--- src/rtl/mips16_pkg.sv ---
// mips16_pkg: constants shared by the multi-cycle controller, the datapath
// and the testbench.
//   - state_t      : controller state encodings (also visible on the debug port)
//   - OP_*         : 4-bit opcodes found in ir[15:12]; HALT_WORD stops the core
//   - ALU_*        : {ainvert, binvert, op[1:0]} codes for the shared ALU
//   - SRC_B_*      : ALU input B mux select encodings
package mips16_pkg;

    typedef enum logic [2:0] {
        S_IDLE   = 3'd0,
        S_FETCH  = 3'd1,
        S_DECODE = 3'd2,
        S_EXEC_R = 3'd3,
        S_EXEC_I = 3'd4,
        S_BRANCH = 3'd5,
        S_WB     = 3'd6,
        S_HALT   = 3'd7
    } state_t;

    localparam logic [3:0] OP_ADD  = 4'b0000;
    localparam logic [3:0] OP_SUB  = 4'b0001;
    localparam logic [3:0] OP_AND  = 4'b0010;
    localparam logic [3:0] OP_OR   = 4'b0011;
    localparam logic [3:0] OP_NOR  = 4'b0100;
    localparam logic [3:0] OP_NAND = 4'b0101;
    localparam logic [3:0] OP_SLT  = 4'b0110;
    localparam logic [3:0] OP_ADDI = 4'b0111;
    localparam logic [3:0] OP_BEQ  = 4'b1000;
    localparam logic [3:0] OP_BNE  = 4'b1001;

    localparam logic [15:0] HALT_WORD = 16'hFFFF;

    localparam logic [3:0] ALU_AND  = 4'b0000;
    localparam logic [3:0] ALU_OR   = 4'b0001;
    localparam logic [3:0] ALU_ADD  = 4'b0010;
    localparam logic [3:0] ALU_SUB  = 4'b0110;
    localparam logic [3:0] ALU_SLT  = 4'b0111;
    localparam logic [3:0] ALU_NOR  = 4'b1100;
    localparam logic [3:0] ALU_NAND = 4'b1101;

    localparam logic [1:0] SRC_B_REG    = 2'b00;
    localparam logic [1:0] SRC_B_TWO    = 2'b01;
    localparam logic [1:0] SRC_B_IMM    = 2'b10;
    localparam logic [1:0] SRC_B_IMM_SH = 2'b11;

endpackage

--- src/rtl/mips16_alu_decode.sv ---
// mips16_alu_decode: pure combinational opcode -> ALU control mapping.
// Ports:
//   opcode      in  4  ir[15:12]
//   alu_control out 4  {ainvert, binvert, op[1:0]}
// Anything that is not an R-type opcode maps to ADD, which is exactly what
// addi needs, so the controller can use this output unconditionally in WB.
module mips16_alu_decode
    import mips16_pkg::*;
(
    input  logic [3:0] opcode,
    output logic [3:0] alu_control
);

    always_comb begin
        alu_control = ALU_ADD;
        case (opcode)
            OP_ADD:  alu_control = ALU_ADD;
            OP_SUB:  alu_control = ALU_SUB;
            OP_AND:  alu_control = ALU_AND;
            OP_OR:   alu_control = ALU_OR;
            OP_NOR:  alu_control = ALU_NOR;
            OP_NAND: alu_control = ALU_NAND;
            OP_SLT:  alu_control = ALU_SLT;
            default: alu_control = ALU_ADD;
        endcase
    end

endmodule

--- src/rtl/mips16_mc_controller.sv ---
// mips16_mc_controller: multi-cycle sequencer for the 16-bit MIPS datapath.
// Time-shares one ALU between PC+2, branch-target computation and execution.
// Ports:
//   clock, reset_n             clock (flops update on its falling edge),
//                              asynchronous active-low reset
//   run_en                     allows a new instruction at a boundary
//   ir, zero                   instruction register and ALU zero flag
//   ir_write, pc_write, pc_src, target_write, reg_write   datapath strobes
//   alu_src_a, alu_src_b, alu_control, reg_dst            datapath selects
//   instr_done, halted, retired_count, state              status / debug
// Outputs are decoded from the current state (and ir/zero where needed), so
// an asynchronous reset forces every strobe low immediately.
module mips16_mc_controller
    import mips16_pkg::*;
(
    input  logic        clock,
    input  logic        reset_n,
    input  logic        run_en,
    input  logic [15:0] ir,
    input  logic        zero,
    output logic        ir_write,
    output logic        pc_write,
    output logic        pc_src,
    output logic        target_write,
    output logic        alu_src_a,
    output logic [1:0]  alu_src_b,
    output logic [3:0]  alu_control,
    output logic        reg_dst,
    output logic        reg_write,
    output logic        instr_done,
    output logic        halted,
    output logic [15:0] retired_count,
    output logic [2:0]  state
);

    state_t      state_reg;
    state_t      state_next;
    state_t      boundary_state;
    logic [15:0] retired_count_reg;
    logic [3:0]  opcode;
    logic [3:0]  alu_rtype;

    assign opcode         = ir[15:12];
    assign boundary_state = run_en ? S_FETCH : S_IDLE;
    assign state          = state_reg;
    assign retired_count  = retired_count_reg;

    mips16_alu_decode u_alu_decode (
        .opcode      (opcode),
        .alu_control (alu_rtype)
    );

    always_ff @(negedge clock or negedge reset_n) begin
        if (!reset_n) begin
            state_reg <= S_IDLE;
        end else begin
            state_reg <= state_next;
        end
    end

    // Wraps naturally at 16 bits.
    always_ff @(negedge clock or negedge reset_n) begin
        if (!reset_n) begin
            retired_count_reg <= 16'h0000;
        end else if (instr_done) begin
            retired_count_reg <= retired_count_reg + 16'd1;
        end
    end

    always_comb begin
        state_next   = state_reg;
        ir_write     = 1'b0;
        pc_write     = 1'b0;
        pc_src       = 1'b0;
        target_write = 1'b0;
        alu_src_a    = 1'b0;
        alu_src_b    = SRC_B_REG;
        alu_control  = ALU_AND;
        reg_dst      = 1'b0;
        reg_write    = 1'b0;
        instr_done   = 1'b0;
        halted       = 1'b0;
        case (state_reg)
            S_IDLE: begin
                if (run_en) begin
                    state_next = S_FETCH;
                end
            end
            S_FETCH: begin
                // PC <= PC + 2 while the instruction is latched.
                ir_write    = 1'b1;
                alu_src_b   = SRC_B_TWO;
                alu_control = ALU_ADD;
                pc_write    = 1'b1;
                state_next  = S_DECODE;
            end
            S_DECODE: begin
                // Branch target is computed speculatively for every opcode;
                // the ALU is idle otherwise in this cycle.
                alu_src_b    = SRC_B_IMM_SH;
                alu_control  = ALU_ADD;
                target_write = 1'b1;
                if (ir == HALT_WORD) begin
                    state_next = S_HALT;
                end else if (opcode <= OP_SLT) begin
                    state_next = S_EXEC_R;
                end else if (opcode == OP_ADDI) begin
                    state_next = S_EXEC_I;
                end else if (opcode == OP_BEQ || opcode == OP_BNE) begin
                    state_next = S_BRANCH;
                end else begin
                    instr_done = 1'b1;
                    state_next = boundary_state;
                end
            end
            S_EXEC_R: begin
                alu_src_a   = 1'b1;
                alu_src_b   = SRC_B_REG;
                alu_control = alu_rtype;
                state_next  = S_WB;
            end
            S_EXEC_I: begin
                alu_src_a   = 1'b1;
                alu_src_b   = SRC_B_IMM;
                alu_control = ALU_ADD;
                state_next  = S_WB;
            end
            S_WB: begin
                // ALU selects held from the EXEC state; the decoder already
                // yields ADD for addi.
                alu_src_a   = 1'b1;
                alu_control = alu_rtype;
                reg_write   = 1'b1;
                instr_done  = 1'b1;
                if (opcode == OP_ADDI) begin
                    alu_src_b = SRC_B_IMM;
                    reg_dst   = 1'b0;
                end else begin
                    alu_src_b = SRC_B_REG;
                    reg_dst   = 1'b1;
                end
                state_next = boundary_state;
            end
            S_BRANCH: begin
                // A - B drives the zero flag; the PC loads the precomputed target.
                alu_src_a   = 1'b1;
                alu_src_b   = SRC_B_REG;
                alu_control = ALU_SUB;
                pc_src      = 1'b1;
                pc_write    = (opcode == OP_BEQ) ? zero : ~zero;
                instr_done  = 1'b1;
                state_next  = boundary_state;
            end
            S_HALT: begin
                halted = 1'b1;
            end
        endcase
    end

endmodule
--- config.mk ---
export PLATFORM = sky130hd
export DESIGN_NAME = mips16_mc_controller
export DESIGN_NICKNAME = d
export VERILOG_FILES = /design/src/rtl/mips16_pkg.sv /design/src/rtl/mips16_alu_decode.sv /design/src/rtl/mips16_mc_controller.sv
export SDC_FILE = /design/constraint.sdc
export NUM_CORES = 1
export LEC_CHECK = 0
export CORE_AREA = 10 10 68 76
export DETAILED_ROUTE_END_ITERATION = 10
export DIE_AREA = 0 0 78 86
export MAX_ROUTING_LAYER = met4
export PLACE_DENSITY = 0.74
export SLEW_MARGIN = 40
export SYNTH_ARGS = -nofsm -noshare
export SYNTH_HDL_FRONTEND = slang
export SYNTH_SLANG_ARGS = --single-unit
--- constraint.sdc ---
create_clock -name clock -period 1.5 [get_ports clock]
set_input_delay 0.15 -clock clock [delete_from_list [all_inputs] [get_ports clock]]
set_output_delay 0.15 -clock clock [all_outputs]
set_load 0.005 [all_outputs]
Word-level counts from Yosys, hierarchy flattened

Cells that the tools add are included.

Add/subtract/negate cells: 1
Multiply operators: 0
Div/mod/pow operators: 0
Order comparisons: 1
Equality and inequality tests: 18
Shift operators: 0
Mux-type cells: 26
Bitwise gates (word level): 1
Reductions and logical operators: 9

Operators by type and width:

| kind                                                                  | count |
|---|---|
| 4-bit one-hot mux with 6 select lines                                 | 1 |
| 16-bit by 1-bit adder with 16-bit output, second input constant       | 1 |
| 16-bit == test, second input constant                                 | 1 |
| 4-bit by 3-bit == test with 1-bit output, second input constant       | 4 |
| 3-bit two-way mux                                                     | 5 |
| 3-bit one-hot mux with 5 select lines                                 | 1 |
| 1-bit two-way mux                                                     | 14 |
| 3-bit == test, second input constant                                  | 4 |
| 4-bit one-hot mux with 3 select lines                                 | 1 |
| 4-bit by 2-bit == test with 1-bit output, second input constant       | 2 |
| 4-bit == test, second input constant                                  | 2 |
| 2-bit one-hot mux with 4 select lines                                 | 1 |
| 3-bit by 2-bit == test with 1-bit output, second input constant       | 2 |
| 2-bit OR reduction                                                    | 3 |
| 5-bit nonzero test                                                    | 1 |
| 4-bit by 1-bit == test with 1-bit output, second input constant       | 1 |
| 4-bit by 3-bit <= comparator with 1-bit output, second input constant | 1 |
| 1-bit one-hot mux with 2 select lines                                 | 2 |
| 4-bit OR reduction                                                    | 1 |
| 3-bit by 1-bit == test with 1-bit output, second input constant       | 1 |
| 3-bit zero test                                                       | 1 |
| 3-bit OR reduction                                                    | 1 |
| 2-bit two-way mux                                                     | 1 |
| 2-bit != test, second input constant                                  | 1 |
| other kinds (3)                                                       | 3 |

Register bits after elaboration: 19
Bits in latches: 0
Memory bits (writable): 0
ROM bits: 0
Output and inout bits: 34
Memories kept: 0

Logic depth before layout (Yosys ltp)

Gate-level depths: netlist of the first run.

Depth in word-level cells: 7
Gate-level depth with buffers: 6
Mapped depth without buffers: 4

By module

From an unflattened synthesis of the first run, not the netlist that was laid out.

Cell total of the unflattened synthesis: 135
Area total of the unflattened synthesis: 1256.2 µm²

By module, submodules not included:

| module               | instances | cells each | area each (µm²) | seq. area each (µm²) |
|---|---|---|---|---|
| mips16_mc_controller | 1         | 126        | 1196.1          | 475.5 |
| mips16_alu_decode    | 1         | 9          | 60.1            | 0.0 |

==> flow_metrics.tcl, run 1 <==
set metrics [dict create \
    outcome "complete, but fails checks" \
    violations "negative setup slack" \
    start_util_pct 38.4 \
    power_density_mw_per_mm2 1680 \
    area_growth_pct 123 \
    fp.dieW_um 78 \
    relSlewSlack_pct 59.7 \
    grt_use_total_pct 21.0 \
    max_cap_violations 0 \
    fin_tns_setup_ns -28.57 \
    cts_tree "yes" \
    cts_hold_buf 0 \
    crit_type "flop to output port" \
    fin_worst_skew_ns 0.00208 \
    multi_input_area_mm2 0.00119 \
    ir_worst_vdd_v 0.00128 \
    largest_reg_flops 16 \
    syn_area_per_cell_um2 9.81 \
    yosysWarnings 0 \
    wirelength_um 7350 \
    routed_via_density 5.49 \
    synth-seq-cells 19 \
    worstPathMaxFanout 3 \
    drc 0 \
    grt_pass1_wl_um 10900 \
    hp-class "flop to flop" \
    cts_root_buf "clkbuf_8" \
    yosysUniqueCellTypes 41 \
    synth_ff_type "dfrtn_1" \
    worstPathRequired_ns 1.35 \
    synthArstFlopShare_pct 100 \
    wire_per_inst_um 22.7 \
    num_rows 23 \
    postRouteAntennaNets 0 \
    first_iter_violations 101 \
    rsz0062_at_grt "true" \
    cts.reportedPaths.clkPinSlew_ns 0.05 \
    postSynthCellCount 141 \
    die_h_um 86 \
    io_buffers 53 \
    final_util_pct 85.6 \
    antenna_found_initial 0 \
    vias 1780 \
    drive_gt1_share_pct 71.5 \
    grt-ovfl-total 0 \
    rrSetupSlack_ns -0.64 \
    gp_congestion 0.856 \
    ys_seq_area_share_pct 34.4 \
    synth_nets 162 \
    slew_violations 0 \
    core_mm2 0.00360 \
    antenna_cells 0 \
    grt_pass1_vias 1925 \
    grt_max_degree 20 \
    arrival_ns 2.40 \
    worst_pin_slew_ns 0.605 \
    syn_area_mm2 0.00138 \
    nets 296 \
    synth_edf_count 0 \
    cts_max_level 1 \
    drt_pass1_iterations 4 \
    cts_made_buffers 3 \
    dpl.hpwl_um 3530 \
    place_inst 277 \
    regArea_um2 475 \
    critPathCaptureType "output port" \
    io_pins 54 \
    dieArea_mm2 0.00671 \
    fin_ws_ns -1.05 \
    fillers 182 \
    cts_buffer_depth 2 \
    leakagePower_nw 1.43 \
    finalNonFillerCells 324 \
    clkLatencyLatePin_ns 0.28 \
    cp-start-kind "flop" \
    cts.sinks 19 \
    hold_violations 0 \
    setup_viol 53 \
    finalPower_w 0.00516 \
]
layout make-up:
type | instances | area share [%]
tap | 50 | 2.03
inverter | 6 | 0.894
clock buffer | 4 | 1.46
multi-input combinational | 105 | 38.5
sequential | 19 | 15.4
timing repair buffer | 140 | 41.6
cells in the mapped netlist, types with 3 or more instances:
master / instances / area share [%]
dfrtn_1: 19 / 34
a211oi_1: 5 / 2.7
xor2_1: 15 / 9.5
o22ai_1: 3 / 1.4
a21oi_1: 8 / 2.9
nand4_1: 3 / 1.4
clkbuf_1: 3 / 0.81
nand2_1: 11 / 3.0
nand3_1: 9 / 3.3
nor2_1: 8 / 2.2
inv_1: 6 / 1.6
a2111oi_2: 8 / 8.7
buf_6: 3 / 2.4
xnor2_1: 5 / 3.2
per-stage QoR:
step | setup WS [ns] | cell area [µm²] | hold slack (ns)
global placement | -1.05 | 2370 | 0.532
finish | -1.05 | 3080 | 0.534
detailed placement | -1.12 | 2370 | 0.534
CTS | -0.973 | 2970 | 0.538
global route | -1.05 | 3080 | 0.570
floorplan | -0.663 | 1550 | 0.425
critical path, cell delays in order, from the launching register on:
cell and delay (ns):
dfrtn_1 0.37, buf_6 0.14, buf_4 0.14, and3b_4 0.23
a211oi_4 0.30, a21oi_4 0.05, buf_2 0.14
logic make-up (layout without fill, tap and decap cells):
family | Yosys count | count (layout) | share of synthesized area [%]
mux | 2 | 2 | 1.81
flops | 19 | 19 | 34.4
xor+xnor | 20 | 20 | 12.7
compound gates | 35 | 35 | 22.6
fa+ha+maj | 1 | 1 | 0.905
simple gates | 47 | 47 | 20.6
buf+inv | 17 | 150 | 6.97
where the power goes:
group          total, W  internal [W]  switching (W)
clock network  0.000375      0.000190       0.000185
logic           0.00403       0.00215        0.00188
registers      0.000758      0.000653       0.000106
worst paths after layout:
path / startpoint / to / depth (start not counted)
max: state[1] / instr_done / 6
min: retired_count[13] / retired_count[13] / 2
max reg2reg: state[1] / retired_count[10] / 9
min reg2reg: retired_count[13] / retired_count[13] / 2
max in group asynchronous: reset_n / retired_count[8] / 2
min in group asynchronous: reset_n / state[2] / 2
cells in the final DEF (no fill, tap or decap), drive strengths merged, types with 5 or more instances in the layout:
| cell type | Yosys | layout |
|---|---|---|
| buf | 8 | 136 |
| dfrtn | 19 | 19 |
| xor2 | 15 | 15 |
| nand2 | 11 | 11 |
| a2111oi | 10 | 10 |
| nand3 | 9 | 9 |
| a21oi | 9 | 9 |
| nor2 | 8 | 8 |
| a211oi | 6 | 6 |
| inv | 6 | 6 |
| xnor2 | 5 | 5 |
| clkbuf | 3 | 5 |
routing by layer:
| metal | GRT usage [%] | vias up | share of wire, % |
|---|---|---|---|
| met3 | 3.44 | 22 | 5.1 |
| met4 | 8.16 | 0 | 3.3 |
| li1 | - | 781 | - |
| met5 | - | - | 0 |
| met1 | 20.0 | 893 | 36 |
| met2 | 41.0 | 84 | 56 |
what timing repair did:
| item | CTS | global route |
|---|---|---|
| gates resized for setup | 285 | 19 |
| setup endpoints to repair | 53 | 53 |
| pin swaps | 26 | 23 |
| hold endpoints to repair | 0 | 0 |
| setup buffers | 38 | 12 |
| gates cloned | 3 | 0 |
(Power assumes the default switching activity.)
==> inputs of run 2 (changes only) <==
- CTS_CLUSTER_SIZE: default -> 28
==> results of run 2 <==
The final DEF is identical to that of run 1; final timing and power are the same.
==> inputs of run 3 (changes only) <==
- CORE_AREA: 10 10 68 76 -> 10 10 67 74
- CTS_BUF_LIST: default -> sky130_fd_sc_hd__clkbuf_4
- DIE_AREA: 0 0 78 86 -> 0 0 77 84
- PLACE_DENSITY: 0.74 -> 0.77
- SETUP_SLACK_MARGIN: default -> 0.1
==> run 3 against run 2 <==
The flow still finishes with violations (negative setup slack). Total power grew 4.3%. Sequential cell count is the same. Critical path depth shrank 1. Clock power shrank 23%. Sequential share of layout area grew 0.25 points. Hold slack lost 0.0026 ns. Critical endpoint is now alu_control[0]. Largest cell class unchanged.
==> flow_metrics.tcl, run 3 (synthesized netlist as in run 1, its figures left out) <==
set metrics [dict create \
    io_pins 54 \
    vias 1769 \
    final_util_pct 85.6 \
    cts.sinks 19 \
    worst-path-stages 5 \
    rrSetupSlack_ns -0.52 \
    fin_worst_skew_ns 0.0144 \
    slew_violations 0 \
    arrival_ns 2.46 \
    drive_gt1_share_pct 71.4 \
    drc 0 \
    crit_family "flip-flops" \
    core_mm2 0.00354 \
    num_rows 23 \
    grt_pass1_wl_um 9880 \
    r2r_cells 8 \
    grt_use_total_pct 19.2 \
    crit_chain "buf_6 > inv_1 > or3_4 > a211oi_2 > buf_2" \
    start_util_pct 39.1 \
    wire_per_inst_um 20.6 \
    worstPathRequired_ns 1.35 \
    internal_power_w 0.00317 \
    clkLatencyLatePin_ns 0.31 \
    critPathCaptureType "output port" \
    hold_violations 0 \
    hold_ws_ns 0.531 \
    layout_commonest_cell "buf_4" \
    relSlewSlack_pct 78.3 \
    die_h_um 84 \
    crit_path_end "alu_control[0]" \
    path_buf_inv 3 \
    largest_reg_flops 16 \
    nets 298 \
    violations "negative setup slack" \
    cts_hold_buf 0 \
    r2r-end "retired_count[11]" \
    worst_pin_slew_ns 0.317 \
    cts.reportedPaths.clkPinSlew_ns 0.08 \
    cts_made_buffers 3 \
    setup_viol 53 \
    antenna_found_initial 1 \
    grt_pass1_vias 1961 \
    cts_root_buf "clkbuf_4" \
    grt_max_degree 20 \
    cts_tree "yes" \
    hp-class "flop to flop" \
    comb_power_share_pct 80.3 \
    p_sw_w 0.00221 \
    ir_worst_vdd_v 0.000863 \
    cts_buffer_depth 2 \
    postRouteAntennaNets 0 \
    worstPathMaxFanout 3 \
    crit_type "flop to output port" \
    dieArea_mm2 0.00647 \
    power_density_mw_per_mm2 1780 \
    max_cap_violations 0 \
    area_growth_pct 119 \
    finalPower_w 0.00539 \
    p_seq_share_pct 14.4 \
    fp.dieW_um 77 \
    dpl.hpwl_um 3630 \
    routed_via_density 5.41 \
    slowest_delay_ns 0.52 \
    gp_congestion 0.828 \
    fillers 180 \
    grt-ovfl-total 0 \
    clockPowerShare_pct 5.3 \
    io_buffers 53 \
    cp-start-kind "flop" \
    wirelength_um 6740 \
    swShare_pct 41.1 \
    rsz0062_at_grt "true" \
    leakagePower_nw 1.42 \
    outcome "complete, but fails checks" \
    cts_max_level 1 \
    fin_ws_ns -1.11 \
    first_iter_violations 76 \
    crit_path_start "state[1]" \
    slowest_stage "dfrtn_1" \
    layout_common_cells "buf_4 (48), buf_2 (42), buf_6 (35)" \
    worstReg2RegStart "state[1]" \
    drt_pass1_iterations 4 \
]
run 3: power by group through the flow:
stage          sequential (W)  combinational (W)  clock [W]
3_3_place_gp         0.000762            0.00266          0
6_report             0.000773            0.00433   0.000288
3_5_place_dp         0.000781            0.00275          0
4_1_cts              0.000736            0.00387   0.000281
2_1_floorplan        0.000802            0.00136          0
5_1_grt              0.000783            0.00452   0.000319
run 3: per-stage QoR:
stage / setup TNS, ns / cells / setup slack [ns] / instance area [µm²]
after floorplan: -16.29 / 141 / -0.663 / 1550
after global placement: -39.10 / 276 / -1.06 / 2380
after detailed placement: -40.87 / 276 / -1.12 / 2380
after CTS: -27.11 / 322 / -1.05 / 2920
after global routing: -30.97 / 327 / -1.16 / 3030
final: -28.91 / 327 / -1.11 / 3030
run 3: worst reg2reg max path, cell delays in order (launching register included):
cell and delay [ns]:
dfrtn_1 0.52, buf_6 0.15, and3b_4 0.23, a211oi_4 0.30
buf_4 0.18, buf_12 0.13, buf_12 0.14, a2111oi_4 0.04
xor2_1 0.16
run 3: final cells by class:
| cell class | count | area (µm²) | area share, % |
|---|---|---|---|
| clock buffer | 4 | 30.0 | 0.991 |
| tap | 50 | 62.6 | 2.06 |
| timing repair buffer | 142 | 1240 | 41.1 |
| multi-input combinational | 105 | 1190 | 39.2 |
| sequential | 19 | 475 | 15.7 |
| inverter | 6 | 27.5 | 0.908 |
| antenna | 1 | 2.50 | 0.0826 |
run 3: what timing repair did:
action,4_1_cts,5_1_grt
cloned,2,0
pin swaps,34,19
setup endpoints to repair,53,53
buffers inserted,42,9
gates resized for setup,268,21
run 3: worst min path at each step:
stage / from / endpoint / cells past startpoint
6_report: retired_count[15] / retired_count[15] / 2
3_5_place_dp: retired_count[9] / retired_count[9] / 1
3_3_place_gp: retired_count[13] / retired_count[13] / 1
5_1_grt: retired_count[15] / retired_count[15] / 2
4_1_cts: retired_count[9] / retired_count[9] / 2
2_1_floorplan: retired_count[15] / retired_count[15] / 1
run 3: layer usage:
metal / vias up / wire, µm / global-route usage [%]
met5: - / 0 / -
met4: 0 / 482 / 10.8
met2: 72 / 3740 / 37.2
met1: 876 / 2300 / 17.1
met3: 37 / 223 / 3.02
li1: 784 / - / -
==> RTL edit: new RTL, flow settings as in run 1 <==
Make the reset (`reset_n`) synchronous in 2 clocked blocks. Comments in the files are not updated.
--- a/src/rtl/mips16_mc_controller.sv
+++ b/src/rtl/mips16_mc_controller.sv
@@ -52,3 +52,3 @@
 
-    always_ff @(negedge clock or negedge reset_n) begin
+    always_ff @(negedge clock) begin
         if (!reset_n) begin
@@ -61,3 +61,3 @@
     // Wraps naturally at 16 bits.
-    always_ff @(negedge clock or negedge reset_n) begin
+    always_ff @(negedge clock) begin
         if (!reset_n) begin
Behaviour: differs if reset_n is asserted again (counterexample within 4 cycles, from zero or initial values and one cycle with reset_n low); with reset_n held inactive, the same outputs for 10 cycles.
==> RTL edit against run 1 <==
The flow still finishes with violations (setup timing); area after synthesis is 7.5% lower; clock skew is 37 ps higher; global-route usage is 1.5 points lower; non-clock buffer count is 2 higher; utilization is 2.8 points higher; sequential cell count stayed put; cell area is 3.3% higher; wire length is 11% higher; setup slack better by 120 ps; sequential share of layout area is 2.4 points lower; count of clock-buffer cells in the layout is 1 lower; highest routed layer unchanged.
Power is not compared: it rests on default switching activity, and its combinational part moved more than twofold at a synthesized area within 25%.
==> RTL edit: results (changes against run 1) <==
metric,value,unit,change
wl_met1,2710,um,was 2640 um
ys_warn_count,0,,unchanged
antenna_found_initial,0,,unchanged
drtIter0Drc,126,,was 101
wirelength,8150,um,was 7350 um
power_switching,0.706,mW,
reg2reg_to,retired_count[7],,was retired_count[10]
track_usage,19.5,%,was 21.0%
relSlewSlack,73.5,%,was 59.7%
status,"finished, violations left",,unchanged
regToRegSetupSlack,-490,ps,was -640 ps
slowest_stage,dfxtp_4,,was dfrtn_1
dp_hpwl,3590,um,was 3530 um
cpPeakStageDelay,400,ps,was 370 ps
layout-drive-gt1-share,70.4,%,was 71.5%
clock_skew,39.2,ps,was 2.08 ps
min_from,retired_count[5],,was retired_count[13]
grt_start_max_net_pins,16,,was 20
critical-path-top-delay-family,flip-flops,,was buffers and inverters
place_inst,318,,was 277
use_met1,16.8,%,was 20.0%
grtUsageMet3,5.43,%,was 3.44%
top_layer,met4,,unchanged
ir_drop,0.776,mV,
final-setup-viol-count,53,,unchanged
place.gp.congestion,0.838,,was 0.856
nets,353,,was 296
ys_top_cells_by_area,"dfxtp_1 (30%), a21oi_1 (8.6%), nor2_1 (5.0%)",,"was dfrtn_1 (34%), xor2_1 (9.5%), a2111oi_2 (8.7%)"
hold_end,retired_count[5],,was retired_count[13]
ys_types,35,,was 41
first_pass_iters,5,,was 4
netlist_top_cells_count,"a21oi_1 (22), dfxtp_1 (19), nor2_1 (17)",,"was dfrtn_1 (19), xor2_1 (15), nand2_1 (11)"
fin_tns_setup,-26270,ps,was -28570 ps
whs,537,ps,was 534 ps
pg_seq,0.534,mW,
ys_async_sr_fraction,0,%,was 100%
finalWorstSetupSlack,-927,ps,was -1050 ps
wl_met3,479,um,was 372 um
wl_met2,4470,um,was 4100 um
grt_pass1_wl,10600,um,was 10900 um
io_buffers,53,,unchanged
hold_path.class,reg -> reg,,unchanged
ys.flop_type,dfxtp_1,,was dfrtn_1
synth-seq-area-share,29.7,%,was 34.4%
violations,setup timing,,unchanged
p_leak,1.42,nW,
syn_nets,196,,was 162
cts_root_buf,clkbuf_8,,unchanged
r2r.worst_path.cells,7,,was 9
fin_cells,381,,was 324
synth_cells,175,,was 141
num_vias,2165,,was 1780
clkPwrFrac,41.8,%,
reg2reg_from,state[1],,unchanged
clk-insertion-delay-late,370,ps,was 280 ps
p_sw_share,36.0,%,
arrival,2280,ps,was 2400 ps
use_met2,37.7,%,was 41.0%
==> RTL edit: cell count changes after synthesis, sizes merged, moves of 4 or more <==
cell | before | now
dfrtn | 19 | 0
dfxtp | 0 | 19
a21oi | 9 | 22
xor2 | 15 | 3
nor2 | 8 | 17
a2111oi | 10 | 2
or4 | 0 | 7
o21ai | 3 | 9
o31ai | 0 | 6
a211oi | 6 | 2
nand2 | 11 | 15
nand2b | 2 | 6
==> RTL edit: worst max-delay path by stage <==
stage	startpoint	endpoint	slack [ps]	depth (start not counted)
2_1_floorplan	ir[13]	retired_count[7]	-640	7
3_3_place_gp	ir[14]	retired_count[7]	-1290	6
3_5_place_dp	ir[14]	retired_count[13]	-1350	6
4_1_cts	state[1]	instr_done	-890	6
5_1_grt	state[1]	instr_done	-960	6
6_report	state[1]	instr_done	-930	6
==> RTL edit: kinds of logic after synthesis <==
logic type,after synthesis,synth area share [%]
xor+xnor,9,6.16
mux,3,2.35
simple gates,79,33.0
buf+inv,17,5.68
fa+ha+maj,3,2.54
flops,19,29.7
compound gates,45,20.5
==> RTL edit: cell type report <==
class	count	area [um2]
tap	50	62.6
clock inverter	20	101
multi-input combinational	141	1300
timing repair buffer	142	1230
inverter	6	28.8
fill	165	415
sequential	19	414
clock buffer	3	41.3
==> RTL edit: timing repair <==
action | in CTS | in global routing
buffers inserted | 24 | 21
pin swaps | 10 | 35
setup endpoints to repair | 53 | 53
resized for setup | 266 | 83
cloned | 2 | 2
==> RTL edit: stage by stage <==
stage / setup WS, ps / cell area (um2)
5_1_grt: -962 / 3180
4_1_cts: -886 / 2790
2_1_floorplan: -641 / 1530
6_report: -927 / 3180
3_5_place_dp: -1350 / 2350
3_3_place_gp: -1290 / 2350
